## src/rtl/spi_sample_scheduler_pkg.sv

```systemverilog
// Shared state encoding and defaults for the two-channel SPI sample scheduler.
package spi_sample_scheduler_pkg;
  localparam int NCH             = 2;
  localparam int TIMEOUT_DEFAULT = 4;

  typedef enum logic [1:0] {
    IDLE      = 2'd0,
    WAIT_BUSY = 2'd1,
    WAIT_DONE = 2'd2,
    CAPTURE   = 2'd3
  } state_e;
endpackage

```

## src/rtl/spi_sample_scheduler_timer.sv

```systemverilog
// Auto-sample period timer: one tick every period+1 clocks, disabled when period is 0.
module sample_period_timer #(
  parameter int PERIOD_W = 8
) (
  input  logic                clk,
  input  logic                reset,
  input  logic [PERIOD_W-1:0] period_i,
  output logic                tick_o
);
  logic [PERIOD_W-1:0] cnt_q;

  // Compare against the live period so a new value applies at the next compare.
  assign tick_o = (period_i != '0) && (cnt_q == period_i);

  always_ff @(posedge clk) begin
    if (reset || period_i == '0 || tick_o) cnt_q <= '0;
    else                                   cnt_q <= cnt_q + PERIOD_W'(1);
  end
endmodule

```

## src/rtl/spi_sample_scheduler.sv

```systemverilog
// Round-robin scheduler driving one input-only SPI master for two sample channels.
module spi_sample_scheduler
  import spi_sample_scheduler_pkg::*;
#(
  parameter int BITS     = 4,
  parameter int PERIOD_W = 8,
  parameter int TIMEOUT  = TIMEOUT_DEFAULT
) (
  input  logic                clk,
  input  logic                reset,
  input  logic [PERIOD_W-1:0] period,
  input  logic [NCH-1:0]      req,
  input  logic                clear_flags,
  input  logic                spi_cs,
  input  logic [BITS-1:0]     spi_data,
  output logic                spi_start,
  output logic [NCH-1:0]      cs_n,
  output logic [BITS-1:0]     sample0,
  output logic [BITS-1:0]     sample1,
  output logic [NCH-1:0]      sample_valid,
  output logic                busy,
  output logic [NCH-1:0]      overrun,
  output logic                timeout
);
  localparam int TW = $clog2(TIMEOUT + 1);

  state_e                    state_q;
  logic                      grant_q, last_grant_q, grant_d;
  logic                      spi_start_q, timeout_q, tick, expire;
  logic [TW-1:0]             tmo_q;
  logic [NCH-1:0]            pend_q, pend_d, ovr_q, ovr_d, valid_q;
  logic [NCH-1:0]            set_v, clr_v, elig;
  logic [NCH-1:0][BITS-1:0]  samp_q;

  sample_period_timer #(.PERIOD_W(PERIOD_W)) u_timer (
    .clk      (clk),
    .reset    (reset),
    .period_i (period),
    .tick_o   (tick)
  );

  assign set_v  = req | {NCH{tick}};
  // Same-cycle requests are eligible so a request reaches spi_start in one clock.
  assign elig   = pend_q | set_v;
  assign expire = (state_q == WAIT_BUSY) && spi_cs && (tmo_q == TW'(1));

  always_comb begin
    clr_v = '0;
    if (state_q == CAPTURE || expire) clr_v[grant_q] = 1'b1;
  end

  // A set on a bit being cleared this cycle wins and is not an overrun.
  assign pend_d  = (pend_q & ~clr_v) | set_v;
  assign ovr_d   = (ovr_q & {NCH{~clear_flags}}) | (set_v & pend_q & ~clr_v);
  assign grant_d = (elig[0] && elig[1]) ? ~last_grant_q : elig[1];

  always_ff @(posedge clk) begin
    if (reset) begin
      state_q      <= IDLE;
      grant_q      <= 1'b0;
      last_grant_q <= 1'b1;
      pend_q       <= '0;
      ovr_q        <= '0;
      timeout_q    <= 1'b0;
      spi_start_q  <= 1'b0;
      valid_q      <= '0;
      tmo_q        <= '0;
      samp_q       <= '0;
    end else begin
      pend_q      <= pend_d;
      ovr_q       <= ovr_d;
      timeout_q   <= (timeout_q & ~clear_flags) | expire;
      spi_start_q <= 1'b0;
      valid_q     <= '0;
      case (state_q)
        IDLE: if (|elig) begin
          grant_q     <= grant_d;
          spi_start_q <= 1'b1;
          tmo_q       <= TW'(TIMEOUT);
          state_q     <= WAIT_BUSY;
        end
        WAIT_BUSY: begin
          if (!spi_cs) state_q <= WAIT_DONE;
          else if (expire) begin
            last_grant_q <= grant_q;
            state_q      <= IDLE;
          end else tmo_q <= tmo_q - TW'(1);
        end
        WAIT_DONE: if (spi_cs) state_q <= CAPTURE;
        CAPTURE: begin
          samp_q[grant_q]  <= spi_data;
          valid_q[grant_q] <= 1'b1;
          last_grant_q     <= grant_q;
          state_q          <= IDLE;
        end
        default: state_q <= IDLE;
      endcase
    end
  end

  always_comb begin
    cs_n = '1;
    if (state_q != IDLE) cs_n[grant_q] = spi_cs;
  end

  assign spi_start    = spi_start_q;
  assign sample0      = samp_q[0];
  assign sample1      = samp_q[1];
  assign sample_valid = valid_q;
  assign busy         = (state_q != IDLE);
  assign overrun      = ovr_q;
  assign timeout      = timeout_q;
endmodule

```

## config.mk

```make
export PLATFORM = sky130hd
export DESIGN_NAME = spi_sample_scheduler
export DESIGN_NICKNAME = d
export VERILOG_FILES = /design/src/rtl/spi_sample_scheduler_pkg.sv /design/src/rtl/spi_sample_scheduler_timer.sv /design/src/rtl/spi_sample_scheduler.sv
export SDC_FILE = /design/constraint.sdc
export NUM_CORES = 1
export LEC_CHECK = 0
export BUFFER_PORTS_ARGS = -buffer_cell sky130_fd_sc_hd__clkbuf_2
export CORE_MARGIN = 4
export CORE_UTILIZATION = 50
export DETAILED_ROUTE_END_ITERATION = 16
export PLACE_DENSITY = 0.8
export SLEW_MARGIN = 20
export SYNTH_ARGS = -nofsm -noshare
export SYNTH_HDL_FRONTEND = slang
export SYNTH_SLANG_ARGS = --single-unit
```

## constraint.sdc

```tcl
create_clock -name clk -period 4.9 [get_ports clk]
set_input_delay 0.49 -clock clk [delete_from_list [all_inputs] [get_ports clk]]
set_output_delay 0.49 -clock clk [all_outputs]
set_load 0.01 [all_outputs]
```

After elaboration in Yosys (flattened, before gate mapping)
Index checks and enable logic that the tools add are counted.
{"block": "totals", "register_bits": 31}
{"block": "classes", "add_sub_neg": 2, "reduce_logical": 21, "n_mux": 21, "n_bitwise": 17, "n_eq_ne": 11, "magnitude_cmp": 2}
{"op": "$mux W2", "count": 6}
{"op": "$ne A2 B2 Y1 const B", "count": 5}
{"op": "$or A2 B2 Y2", "count": 5}
{"op": "$mux W3", "count": 3}
{"op": "$add A8 B1 Y8 const B", "count": 1}
{"op": "$and A2 B2 Y2", "count": 4}
{"op": "$bwmux W8", "count": 1}
{"op": "$eq A8 B8 Y1", "count": 1}
{"op": "$logic_not A8 Y1", "count": 1}
{"op": "$pmux W2 S4", "count": 1}
{"op": "$reduce_bool A8 Y1", "count": 1}
{"op": "$pmux W3 S2", "count": 1}
{"op": "$reduce_and A3 Y1", "count": 2}
{"op": "$reduce_bool A2 Y1", "count": 3}
{"op": "$reduce_or A2 Y1", "count": 3}
{"op": "$logic_and A1 B1 Y1", "count": 5}
{"op": "$mux W1", "count": 5}
{"op": "$demux W4 S1", "count": 1}
{"op": "$eq A2 B2 Y1 const B", "count": 2}
{"op": "$mux W4", "count": 1}
{"op": "$not A1 Y1", "count": 4}
{"op": "$not A2 Y2", "count": 2}
{"op": "$reduce_and A4 Y1", "count": 1}
{"op": "$eq A3 B1 Y1 const B", "count": 1}
{"op": "other kinds (12)", "count": 14}

Logic depth before layout (Yosys ltp)
Gate-level depths: netlist (run 1).
{"block": "logic_depth", "depth_word": 8, "depth_mapped": 7, "mapped_depth_nobuf": 7}

Hierarchy
From an unflattened synthesis (run 1), not the netlist that was laid out.
{"block": "unflattened", "cells_unflattened": 155, "hier_area_um2": 1507.7}
{"mod": "spi_sample_scheduler", "cells_each": 106, "area_per_inst_um2": 998.5, "n_inst": 1, "seq_area_each_um2": 460.4}
{"mod": "sample_period_timer", "cells_each": 49, "area_per_inst_um2": 509.2, "n_inst": 1, "seq_area_each_um2": 160.2}

Least setup slack after synthesis (run 1)
Ideal clock, no wire load.
{"block": "synth_path", "path_type": "input to register", "from": "input port period[4]", "to": "register state_q[0]", "arrival_time_ns": 1.568, "path_slack_ns": 3.201, "setup_ns": 0.131, "n_path_buf": 0, "required_ns": 4.769, "stages": 5, "path_cell_list": "nor4_1 a211oi_2 a31oi_1 and2_1 o31ai_1"}
{"block": "synth_via", "elab_chain_cells": 7, "elab_cells_between_ends": 8}
{"item": "from (decl)", "line_no": "spi_sample_scheduler.sv:11", "text": "input logic [PERIOD_W-1:0] period,"}
{"item": "$eq A8 B8 Y1 or $reduce_bool A8 Y1 (tied branches)", "line_no": "spi_sample_scheduler_timer.sv:13", "text": "assign tick_o = (period_i != '0) && (cnt_q == period_i);"}
{"item": "$logic_and A1 B1 Y1 *", "line_no": "spi_sample_scheduler_timer.sv:13"}
{"item": "$or A2 B2 Y2 *", "line_no": "spi_sample_scheduler.sv:42", "text": "assign set_v = req | {NCH{tick}};"}
{"item": "$or A2 B2 Y2 *", "line_no": "spi_sample_scheduler.sv:44", "text": "assign elig = pend_q | set_v;"}
{"item": "$reduce_or A2 Y1 *", "line_no": "spi_sample_scheduler.sv:76", "text": "IDLE: if (|elig) begin"}
{"item": "$ne A2 B2 Y1 (no line) *"}
{"item": "$reduce_and A3 Y1 (no line) *"}
{"item": "to (signal assigned)", "line_no": "spi_sample_scheduler.sv:80", "text": "state_q <= WAIT_BUSY;"}
{"item": "to (signal assigned)", "line_no": "spi_sample_scheduler.sv:83", "text": "if (!spi_cs) state_q <= WAIT_DONE;"}
{"item": "to (signal assigned)", "line_no": "spi_sample_scheduler.sv:86", "text": "state_q <= IDLE;"}
{"item": "to (decl)", "line_no": "spi_sample_scheduler.sv:27", "text": "state_e state_q;"}
Mark *: on every way between the ends. The rest lies on a longest branch, timed or not.
A chain may end at the register's enable or synchronous reset.

Final worst setup path (run 1)
{"block": "layout_path", "from": "register state_q[0]", "to": "output port cs_n[0]"}
{"block": "layout_via", "elab_chain_cells": 2}
{"item": "from (signal assigned)", "line_no": "spi_sample_scheduler.sv:59", "text": "state_q <= IDLE;"}
{"item": "from (signal assigned)", "line_no": "spi_sample_scheduler.sv:80"}
{"item": "from (signal assigned)", "line_no": "spi_sample_scheduler.sv:83"}
{"item": "$reduce_bool A2 Y1", "line_no": "spi_sample_scheduler.sv:103", "text": "if (state_q != IDLE) cs_n[grant_q] = spi_cs;"}
{"item": "$mux W2", "line_no": "spi_sample_scheduler.sv:103"}
{"item": "to (decl)", "line_no": "spi_sample_scheduler.sv:17", "text": "output logic [NCH-1:0] cs_n,"}
No other way between the ends.

==> reports/qor.csv, run 1 <==
stage,metric,value,unit
run_status,outcome,"finished, final reports clean",
worst_setup_path,worstPathArrival,1.39,ns
placement,place.gp.congestion,0.8920,
cts,htree_levels,2,
grt,grt_max_degree,29,
layout,num_antenna_cells,0,
sta,setup_tns,0,ns
yosys,yosys_warnings,0,
sta,post-route-period-util,0.3838,
worst_setup_path,crit_family,flip-flops,
grt,grt_pass1_wl,4767,um
yosys,syn_nets,182,
layout,fin_cells,227,
hold_path,worstHoldPathCells,3,
sta,skew,0.005710,ns
grt,grt.overflow.total,0,
routing,drt-vias-per-instance,5.498,
yosys,synth_edf_count,0,
worst_setup_path,worstPathRequired,4.41,ns
cts,hold_buffers,0,
floorplan,die_area,0.003780,mm^2
grt,grt_usage,0.1720,
routing,drc_errors,0,
worst_setup_path,worst_path_max_delay_cell,dfxtp_1,
grt,grt_pass1_vias,1143,
cts,cts-resized-gates,0,
floorplan,rows,19,
placement,portBuffers,34,
worst_setup_path,reg2reg_depth,5,
worst_setup_path,worst-path-buf-inv,2,
yosys,ys.flop_type,dfxtp_1,
cts,clk_pin_slew,0.09,ns
yosys,synth_cells,161,
sta,setup_violations,0,
routing,avgRoutedWirePerCell,13.07,um
sta,report.final.slew_viol_count,0,
pwr,ir_drop,0.2784,mV
sta,worst_slew_pin_slew,0.5386,ns
hold_path,hp-start,spi_data[3],
cts,cts_sinks,31,
worst_setup_path,cp_cell_sequence,"nor2_1, inv_1, nand3_1, clkbuf_2",
worst_setup_path,cp-startpoint,state_q[0],
sta,fmax,0.5317,GHz
sta,rsz0062_at_grt,false,
yosys,syn_avg_cell_area,8.883,um^2
cts,clk_path_buf_depth,2,
layout,layout.nets,217,
routing,firstDrtPassIters,4,
sta,whs,0.4048,ns
cts,clock_insertion_delay_worst_skew,0.33,ns
placement,dp.cells,220,
floorplan,io_pins,35,
cts,cts_setup_buffers,0,
worst_setup_path,worstSetupStartpointType,register,
floorplan,die_y,61.48,um
pwr,power_density,340.4,mW/mm^2
worst_setup_path,path_max_fanout,9,
hold_path,holdPathEnd,sample0[3],
yosys,netlist_area,0.001430,mm^2
floorplan,initial_utilization,0.5231,
routing,wl,2968,um
worst_setup_path,path_class,reg2out,
worst_setup_path,rr_endpoint,tmo_q[0],
worst_setup_path,max_stage_delay,0.51,ns
worst_setup_path,endpoint_kind,output pin,
layout,drive_above_1_share,0.2143,
floorplan,coreArea,0.002734,mm^2
yosys,ys_seq_area_frac,0.4339,
cts,cts_made_buffers,5,
grt,antenna_found_initial,0,
layout,syn2layout_area_growth,16.97,%
hold_path,hold_class,in2reg,
sta,relSlewSlack,0.6409,
sta,hold_viol_final,0,
worst_setup_path,regToRegSetupSlack,3.09,ns
routing,drtAntennaViolNets,0,
yosys,synth_cell_types,34,
cts,root_buffer,clkbuf_4,
run,cap_viol_max_count,0,
layout,utilization,0.6119,
sta,finalCriticalPeriod,1.881,ns
routing,drt_iter0_markers,67,
routing,vias,1248,
floorplan,die_w,61.48,um
pwr,power.leakage,0.7897,nW
yosys,ys_ff_latch,31,
yosys,synthArstFlopShare,0,
cts,cts_tree,built,
placement,hpwl,2277,um
state kept, by name (all words and copies together), names as in the netlist, named ones only:
signal,flops
sample_valid,2
sample0,4
last_grant_q,1
state_q,1
timeout,1
u_timer.cnt_q,8
sample1,4
overrun,2
spi_start,1
tmo_q,3
pend_q,2
grant_q,1
per-layer routing:
layer	vias to the layer above	wire [um]	track usage
li1	629	-	-
met1	574	1260	0.2061
met3	9	168	0.07128
met4	0	74	0.08788
met2	36	1464	0.2631
met5	-	0	0
cell type report:
type / instances / area [um^2]
clock buffer: 6 / 41.29
clock inverter: 1 / 30.03
fill: 246 / 1061
inverter: 6 / 22.52
multi-input combinational: 118 / 749.5
sequential: 31 / 620.6
tap: 31 / 38.79
timing repair buffer: 34 / 170.2
through the flow:
stage | area, um^2 | power, W | setup WS, ns
final | 1673 | 0.0005695 | 3.019
after global routing | 1673 | 0.0006012 | 2.925
after CTS | 1673 | 0.0005748 | 3.026
after detailed placement | 1602 | 0.0003888 | 2.891
after global placement | 1602 | 0.0003837 | 2.977
after floorplan | 1430 | 0.0003607 | 3.201
tightest hold or removal path, cell delays in order:
cell and delay (ns):
clkbuf_2 0.09, mux2i_1 0.05, nor2_1 0.07
worst max-delay path by stage:
| stage | endpoint | slack [ns] | cells past startpoint |
|---|---|---|---|
| global route | cs_n[0] | 2.92 | 4 |
| floorplan | state_q[0] | 3.20 | 5 |
| finish | cs_n[0] | 3.02 | 4 |
| CTS | cs_n[0] | 3.03 | 4 |
| global placement | state_q[0] | 2.98 | 6 |
| detailed placement | state_q[0] | 2.89 | 6 |
cell families (layout without fill, tap and decap cells):
group / Yosys count / count (layout) / synth area share
muxes: 9 / 9 / 0.06299
DFF: 31 / 31 / 0.4339
adders and majority gates: 3 / 3 / 0.02625
and+or+nand+nor: 63 / 63 / 0.2222
AOI/OAI and AO/OA: 29 / 29 / 0.1269
xor gates and xnor gates: 14 / 14 / 0.08574
buffers and inverters: 12 / 47 / 0.04199
report_power, final:
group          switching (W)  leakage [nW]  internal (W)
logic              0.0000579         0.498     0.0000399
registers          0.0000178         0.253      0.000268
clock network      0.0000807        0.0383      0.000105
total               0.000156         0.790      0.000413
synth_stat cells (2+ instances only):
| library cell | instances | share of area |
|---|---|---|
| clkbuf_1 | 3 | 0.0079 |
| o31ai_1 | 4 | 0.021 |
| xnor2_1 | 3 | 0.018 |
| nand3_1 | 8 | 0.028 |
| a21oi_1 | 11 | 0.038 |
| nor3_1 | 2 | 0.0070 |
| buf_4 | 2 | 0.010 |
| inv_1 | 6 | 0.016 |
| ha_1 | 3 | 0.026 |
| nand2b_1 | 3 | 0.013 |
| nand2_1 | 9 | 0.024 |
| and3_1 | 4 | 0.017 |
| nor4_1 | 2 | 0.0087 |
| dfxtp_1 | 31 | 0.43 |
| nor2_1 | 26 | 0.068 |
| a31oi_1 | 3 | 0.013 |
| xor2_1 | 11 | 0.067 |
| mux2i_1 | 9 | 0.063 |
| nand4_1 | 2 | 0.0087 |
| o21ai_0 | 5 | 0.017 |
cell usage in the layout, fill, tap and decap left out, types with 4 or more instances in the layout:
master	n
clkbuf_2	34
and3_1	4
o21ai_0	5
clkbuf_4	5
a21oi_1	11
nand3_1	8
dfxtp_1	31
o31ai_1	4
mux2i_1	9
nor2_1	26
nand2_1	9
inv_1	6
xor2_1	11
Power figures use the tool's default switching activity.
==> run 2: changes to the inputs <==
--- a/config.mk
+++ b/config.mk
@@ -5,11 +5,12 @@
 export SDC_FILE = /design/constraint.sdc
 export NUM_CORES = 1
 export LEC_CHECK = 0
+export ABC_AREA = 1
 export BUFFER_PORTS_ARGS = -buffer_cell sky130_fd_sc_hd__clkbuf_2
 export CORE_MARGIN = 4
-export CORE_UTILIZATION = 50
+export CORE_UTILIZATION = 47
 export DETAILED_ROUTE_END_ITERATION = 16
-export PLACE_DENSITY = 0.8
+export PLACE_DENSITY = 0.79
 export SLEW_MARGIN = 20
 export SYNTH_ARGS = -nofsm -noshare
 export SYNTH_HDL_FRONTEND = slang
==> constraint.sdc (replaced) <==
create_clock -name clk -period 1.7 [get_ports clk]
set_input_delay 0.17 -clock clk [delete_from_list [all_inputs] [get_ports clk]]
set_output_delay 0.17 -clock clk [all_outputs]
set_load 0.01 [all_outputs]
==> run 2 against run 1 <==
- cell count increased by 22%
- count of clock-buffer cells in the layout is the same
- sequential share of layout area decreased by 1.1 points
- die area up 7.0%
- sequential cell count unchanged
- synthesized area is 1.6% higher
- first-iteration DRC count decreased by 45%
- clock skew increased by 0.0029 ns
- critical endpoint unchanged
==> reports/qor.csv, run 2 <==
stage,metric,value,unit
pwr,total_power,0.001485,W
pwr,combPwrFrac,0.172,
floorplan,die_area,0.004044,mm^2
grt,grt_pass1_vias,1298,
yosys,synthAdderAreaFrac,0.02584,
pwr,switching_power,0.0004235,W
layout,largest_register,u_timer.cnt_q,
yosys,synth_xor_area_frac,0.04823,
yosys,synth-compound-area-share,0.09216,
worst_setup_path,regToRegSetupSlack,0.23,ns
sta,skew,0.008590,ns
grt,antenna_found_initial,0,
sta,worst_slew_pin_slew,0.3172,ns
cts,root_buffer,clkbuf_4,
placement,place.gp.congestion,0.8398,
yosys,ys_seq_area_frac,0.4272,
worst_setup_path,worstPathRequired,1.53,ns
floorplan,rows,19,
floorplan,die_w,63.60,um
layout,layout.nets,267,
routing,drc_errors,0,
sta,post-route-period-util,0.8691,
pwr,power.leakage,0.8556,nW
layout,final_cell_mix,"47 x nand2_1, 34 x clkbuf_2, 31 x inv_1, 31 x nor2_1, 30 x dfxtp_1",
cts,cts_tree,built,
pwr,ir_drop,0.5475,mV
worst_setup_path,crit_family,flip-flops,
routing,firstDrtPassIters,4,
grt,grt_max_degree,17,
worst_setup_path,rr_endpoint,tmo_q[0],
yosys,synth_edf_count,0,
floorplan,io_pins,35,
yosys,syn_avg_cell_area,7.052,um^2
placement,place_ws,0.2397,ns
cts,cts_made_buffers,5,
layout,syn2layout_area_growth,18.78,%
routing,drtAntennaViolNets,0,
yosys,synth-simple-area-share,0.3135,
routing,avgRoutedWirePerCell,10.72,um
floorplan,die_y,63.60,um
worst_setup_path,worstPathArrival,1.31,ns
layout,drive_above_1_share,0.2358,
sta,report.final.slew_viol_count,0,
sta,rsz0062_at_grt,false,
cts,cts_sinks,31,
placement,hpwl,2296,um
sta,setup_violations,0,
routing,vias,1323,
placement,portBuffers,34,
cts,cts-resized-gates,0,
worst_setup_path,worstSetupStartpointType,register,
layout,largest_reg_flops,8,
cts,clk_pin_slew,0.09,ns
layout,multi_input_area,699.4,um^2
hold_path,hp-start,spi_data[2],
yosys,synthArstFlopShare,0,
yosys,ys_ff_latch,31,
worst_setup_path,max_stage_delay,0.37,ns
grt,grt_usage,0.1667,
yosys,yosysMostFrequentCell,nand2_1,
yosys,synth_top_family_by_area,simple AND/OR/NAND/NOR gates,
hold_path,hold_class,in2reg,
cts,clock_insertion_delay_worst_skew,0.33,ns
worst_setup_path,path_class,reg2out,
hold_path,holdPathEnd,sample0[2],
yosys,synth_cell_types,24,
yosys,synth_top_cell_by_area,dfxtp_1,
hold_path,worstHoldPathCells,3,
layout,num-fill-cells,274,
floorplan,coreArea,0.002853,mm^2
routing,drt_iter0_markers,37,
yosys,syn_nets,227,
yosys,synthMuxAreaShare,0,
yosys,ys.flop_type,dfxtp_1,
yosys,yosys-top-cells-count,"47 x nand2_1, 32 x nor2_1, 31 x dfxtp_1, 31 x inv_1, 14 x a21oi_1",
layout,final_common_cell,nand2_1,
pwr,p_seq_frac,0.537,
routing,drt-vias-per-instance,4.776,
worst_setup_path,endpoint_kind,output pin,
sta,hold_viol_final,0,
worst_setup_path,cp_cell_sequence,"nor2_1, inv_1, nand3_1, clkbuf_2",
layout,num_antenna_cells,0,
yosys,synth_area_leaders,"dfxtp_1 43%, nand2_1 12%, nor2_1 8.3%",
worst_setup_path,worst-path-buf-inv,2,
worst_setup_path,reg2reg_depth,10,
routing,wl,2969,um
pwr,p_sw_frac,0.2852,
run_status,outcome,"finished, final reports clean",
grt,grt_pass1_wl,5368,um
worst_setup_path,r2r-start,u_timer.cnt_q[0],
pwr,p_int,0.001062,W
sta,fmax,0.6769,GHz
pwr,power_density,860.7,mW/mm^2
grt,grt.overflow.total,0,
yosys,synth_cells,206,
cts,clk_path_buf_depth,2,
pwr,pwr-share-clk,0.291,
sta,finalCriticalPeriod,1.477,ns
sta,worst_slack,0.2226,ns
yosys,netlist_area,0.001453,mm^2
sta,setup_tns,0,ns
yosys,synth_top_area_frac,0.4272,
sta,relSlewSlack,0.7879,
cts,htree_levels,2,
yosys,yosys_warnings,0,
cts,hold_buffers,0,
floorplan,initial_utilization,0.5092,
cts,cts_setup_buffers,0,
run,cap_viol_max_count,0,
worst_setup_path,worst_path_max_delay_cell,dfxtp_1,
layout,ff_latch_area,621.8,um^2
worst_setup_path,path_max_fanout,6,
## run 2: power by group through the flow
stage               logic (W)  clock network, W  registers (W)
floorplan            0.000174                 0       0.000811
global placement     0.000250                 0       0.000813
detailed placement   0.000254                 0       0.000814
CTS                  0.000256          0.000443       0.000797
global route         0.000291          0.000481       0.000805
finish               0.000255          0.000432       0.000798
## run 2: cell families (layout without fill, tap and decap cells)
family                     after synthesis  after routing
DFF                                     31             31
AOI/OAI and AO/OA                       25             25
buffers and inverters                   36             76
and+or+nand+nor                        103            103
xor gates and xnor gates                 8              8
adders and majority gates                3              3
## run 2: cell type report
cell class                      instances  area share
Clock buffer                            6     0.02973
Clock inverter                          1    0.002901
Inverter                               33     0.07179
Multi-Input combinational cell        139      0.4054
Sequential cell                        31      0.3604
Tap cell                               31     0.02248
Timing Repair Buffer                   36      0.1073
## run 2: worst max-delay path by stage
stage | startpoint | depth (start not counted) | endpoint | slack [ns]
after detailed placement | u_timer.cnt_q[0] | 10 | tmo_q[0] | 0.24
after global routing | tmo_q[1] | 11 | pend_q[1] | 0.05
after global placement | u_timer.cnt_q[0] | 10 | tmo_q[0] | 0.25
after floorplan | u_timer.cnt_q[3] | 10 | tmo_q[0] | 0.38
final | register | 4 | cs_n[0] | 0.22
after CTS | u_timer.cnt_q[0] | 10 | tmo_q[0] | 0.21
## run 2: worst min-delay path, cell delays in order
cell and delay (ns):
clkbuf_2 0.09, nor2_1 0.04, nor2_1 0.08
## run 2: metrics by stage
stage          hold slack (ns)  cell area [um^2]  std cells  utilization
6_report               0.07906              1725        277       0.6048
4_1_cts                0.07376              1722        277       0.6035
3_5_place_dp            0.4216              1665        270       0.5838
5_1_grt                0.08929              1725        277       0.6048
2_1_floorplan           0.3049              1453        206            -
3_3_place_gp            0.4209              1665        270       0.5838
## run 2: layer usage
metal | GRT usage | vias up | part of all wire
met5 | 0 | - | 0
met4 | 0.07817 | 0 | 0.020
met1 | 0.1953 | 569 | 0.49
li1 | - | 716 | -
met2 | 0.2686 | 31 | 0.44
met3 | 0.06039 | 7 | 0.052
==> run 3: changes to the inputs <==
--- a/config.mk
+++ b/config.mk
@@ -5,12 +5,12 @@
 export SDC_FILE = /design/constraint.sdc
 export NUM_CORES = 1
 export LEC_CHECK = 0
-export ABC_AREA = 1
 export BUFFER_PORTS_ARGS = -buffer_cell sky130_fd_sc_hd__clkbuf_2
 export CORE_MARGIN = 4
 export CORE_UTILIZATION = 47
 export DETAILED_ROUTE_END_ITERATION = 16
-export PLACE_DENSITY = 0.79
+export PLACE_DENSITY = 0.74
+export RECOVER_POWER = 100
 export SLEW_MARGIN = 20
 export SYNTH_ARGS = -nofsm -noshare
 export SYNTH_HDL_FRONTEND = slang
==> run 3 against run 2 <==
- core utilization rose by 0.38 points
- fmax fell by 6.8%
- worst hold slack improved by 0.0036 ns
==> reports/qor.csv, run 3 (synthesis results as in run 1) <==
stage,metric,value,unit
run_status,outcome,"finished, final reports clean",
worst_setup_path,path_max_fanout,6,
placement,placed_area,0.001647,mm^2
floorplan,die_area,0.003989,mm^2
grt,grt_max_degree,29,
sta,relSlewSlack,0.6297,
cts,cts_made_buffers,5,
worst_setup_path,worstPathRequired,1.95,ns
layout,final_common_cell,dfxtp_1,
worst_setup_path,crit_family,compound AO/OA/AOI/OAI gates,
cts,clk_path_buf_depth,2,
routing,drc_errors,0,
placement,portBuffers,34,
run,cap_viol_max_count,0,
placement,place.gp.congestion,0.8690,
sta,fmax,0.6307,GHz
floorplan,die_y,63.16,um
floorplan,rows,19,
pwr,ir_drop,0.5822,mV
sta,post-route-period-util,0.9327,
layout,drive_above_1_share,0.1724,
sta,worst_slew_pin_slew,0.5555,ns
floorplan,die_w,63.16,um
layout,largest_reg_flops,8,
sta,setup_violations,0,
sta,rsz0062_at_grt,true,
sta,skew,0.01001,ns
worst_setup_path,cp.depth,5,
routing,drt-vias-per-instance,5.470,
worst_setup_path,worst_path_max_delay_cell,a211oi_2,
worst_setup_path,worst-path-buf-inv,0,
pwr,power_density,1004,mW/mm^2
layout,syn2layout_area_growth,20.38,%
sta,hold_viol_final,0,
hold_path,hold_class,in2reg,
hold_path,worstHoldPathCells,3,
floorplan,coreArea,0.002829,mm^2
cts,cts_tree,built,
routing,drtAntennaViolNets,0,
worst_setup_path,reg2reg_depth,5,
floorplan,initial_utilization,0.5055,
routing,avgRoutedWirePerCell,13.55,um
sta,worst_slack,0.1144,ns
cts,htree_levels,2,
pwr,power.leakage,0.7720,nW
layout,largest_register,u_timer.cnt_q,
placement,hpwl,2418,um
routing,wl,3170,um
floorplan,io_pins,35,
cts,cts_sinks,31,
routing,vias,1280,
placement,place_ws,0.05788,ns
layout,fin_area,0.001722,mm^2
worst_setup_path,worstSetupStartpointType,register,
layout,final_cell_mix,"31 x dfxtp_1, 26 x nor2_1, 18 x clkbuf_1",
worst_setup_path,endpoint_kind,register,
cts,clk_pin_slew,0.10,ns
worst_setup_path,path_class,reg2reg,
sta,report.final.slew_viol_count,0,
routing,firstDrtPassIters,4,
worst_setup_path,cp_cell_sequence,"xor2_1, a211oi_2, a31oi_2, and2_1, o31ai_1",
grt,grt_pass1_vias,1257,
cts,root_buffer,clkbuf_4,
sta,whs,0.08264,ns
worst_setup_path,worstPathArrival,1.84,ns
worst_setup_path,max_stage_delay,0.40,ns
cts,clock_insertion_delay_worst_skew,0.33,ns
grt,grt_usage,0.1716,
routing,drt_iter0_markers,102,
grt,antenna_found_initial,0,
grt,grt_pass1_wl,5464,um
sta,finalCriticalPeriod,1.586,ns
layout,num_antenna_cells,0,
layout,layout.nets,223,
grt,grt.overflow.total,0,
## run 3: final cells by class
cell class,instances,area [um^2]
multi-input combinational,118,763.2
clock inverter,2,35.03
fill,265,1107
timing repair buffer,40,190.2
clock buffer,6,51.30
tap,31,38.79
sequential,31,620.6
inverter,6,22.52
## run 3: what timing repair did
action | 4_1_cts | 5_1_grt
hold buffers | 0 | 0
hold endpoints to repair | 0 | 0
gates resized for setup | 0 | 3
buffers inserted | 0 | 0
setup endpoints to repair | 0 | 10
## run 3: final timing paths
check,startpoint,to,slack [ns]
setup / recovery,u_timer.cnt_q[1],state_q[0],0.11
hold / removal,spi_data[1],sample0[1],0.08
setup reg to reg,u_timer.cnt_q[1],state_q[0],0.11
hold reg to reg,overrun[1],overrun[1],0.47
## run 3: report_power, final
group	switching (W)	internal [W]	leakage, nW
Clock	0.000256	0.000347	0.0482
Sequential	0.0000340	0.000773	0.253
Combinational	0.000189	0.000129	0.471
Total	0.000479	0.00125	0.772
## run 3: worst reg2reg max path, cell delays in order, from the launching register on
cell      delay (ns)
dfxtp_1         0.36
xor2_1          0.18
a211oi_2        0.40
a31oi_2         0.16
and2_1          0.22
o31ai_1         0.20
## run 3: metal layers
| layer | global-route usage | part of all wire |
|---|---|---|
| met5 | 0 | 0 |
| met1 | 0.1853 | 0.41 |
| met3 | 0.05151 | 0.064 |
| met4 | 0.08264 | 0.020 |
| met2 | 0.3030 | 0.51 |
## run 3: per-stage QoR
step                utilization  cells  power [W]  setup TNS, ns
CTS                      0.6126    234   0.001739              0
detailed placement       0.5820    226   0.001145              0
global route             0.6086    234   0.001820       -0.02148
global placement         0.5820    226   0.001133              0
floorplan                     -    161   0.001040              0
finish                   0.6086    234   0.001729              0
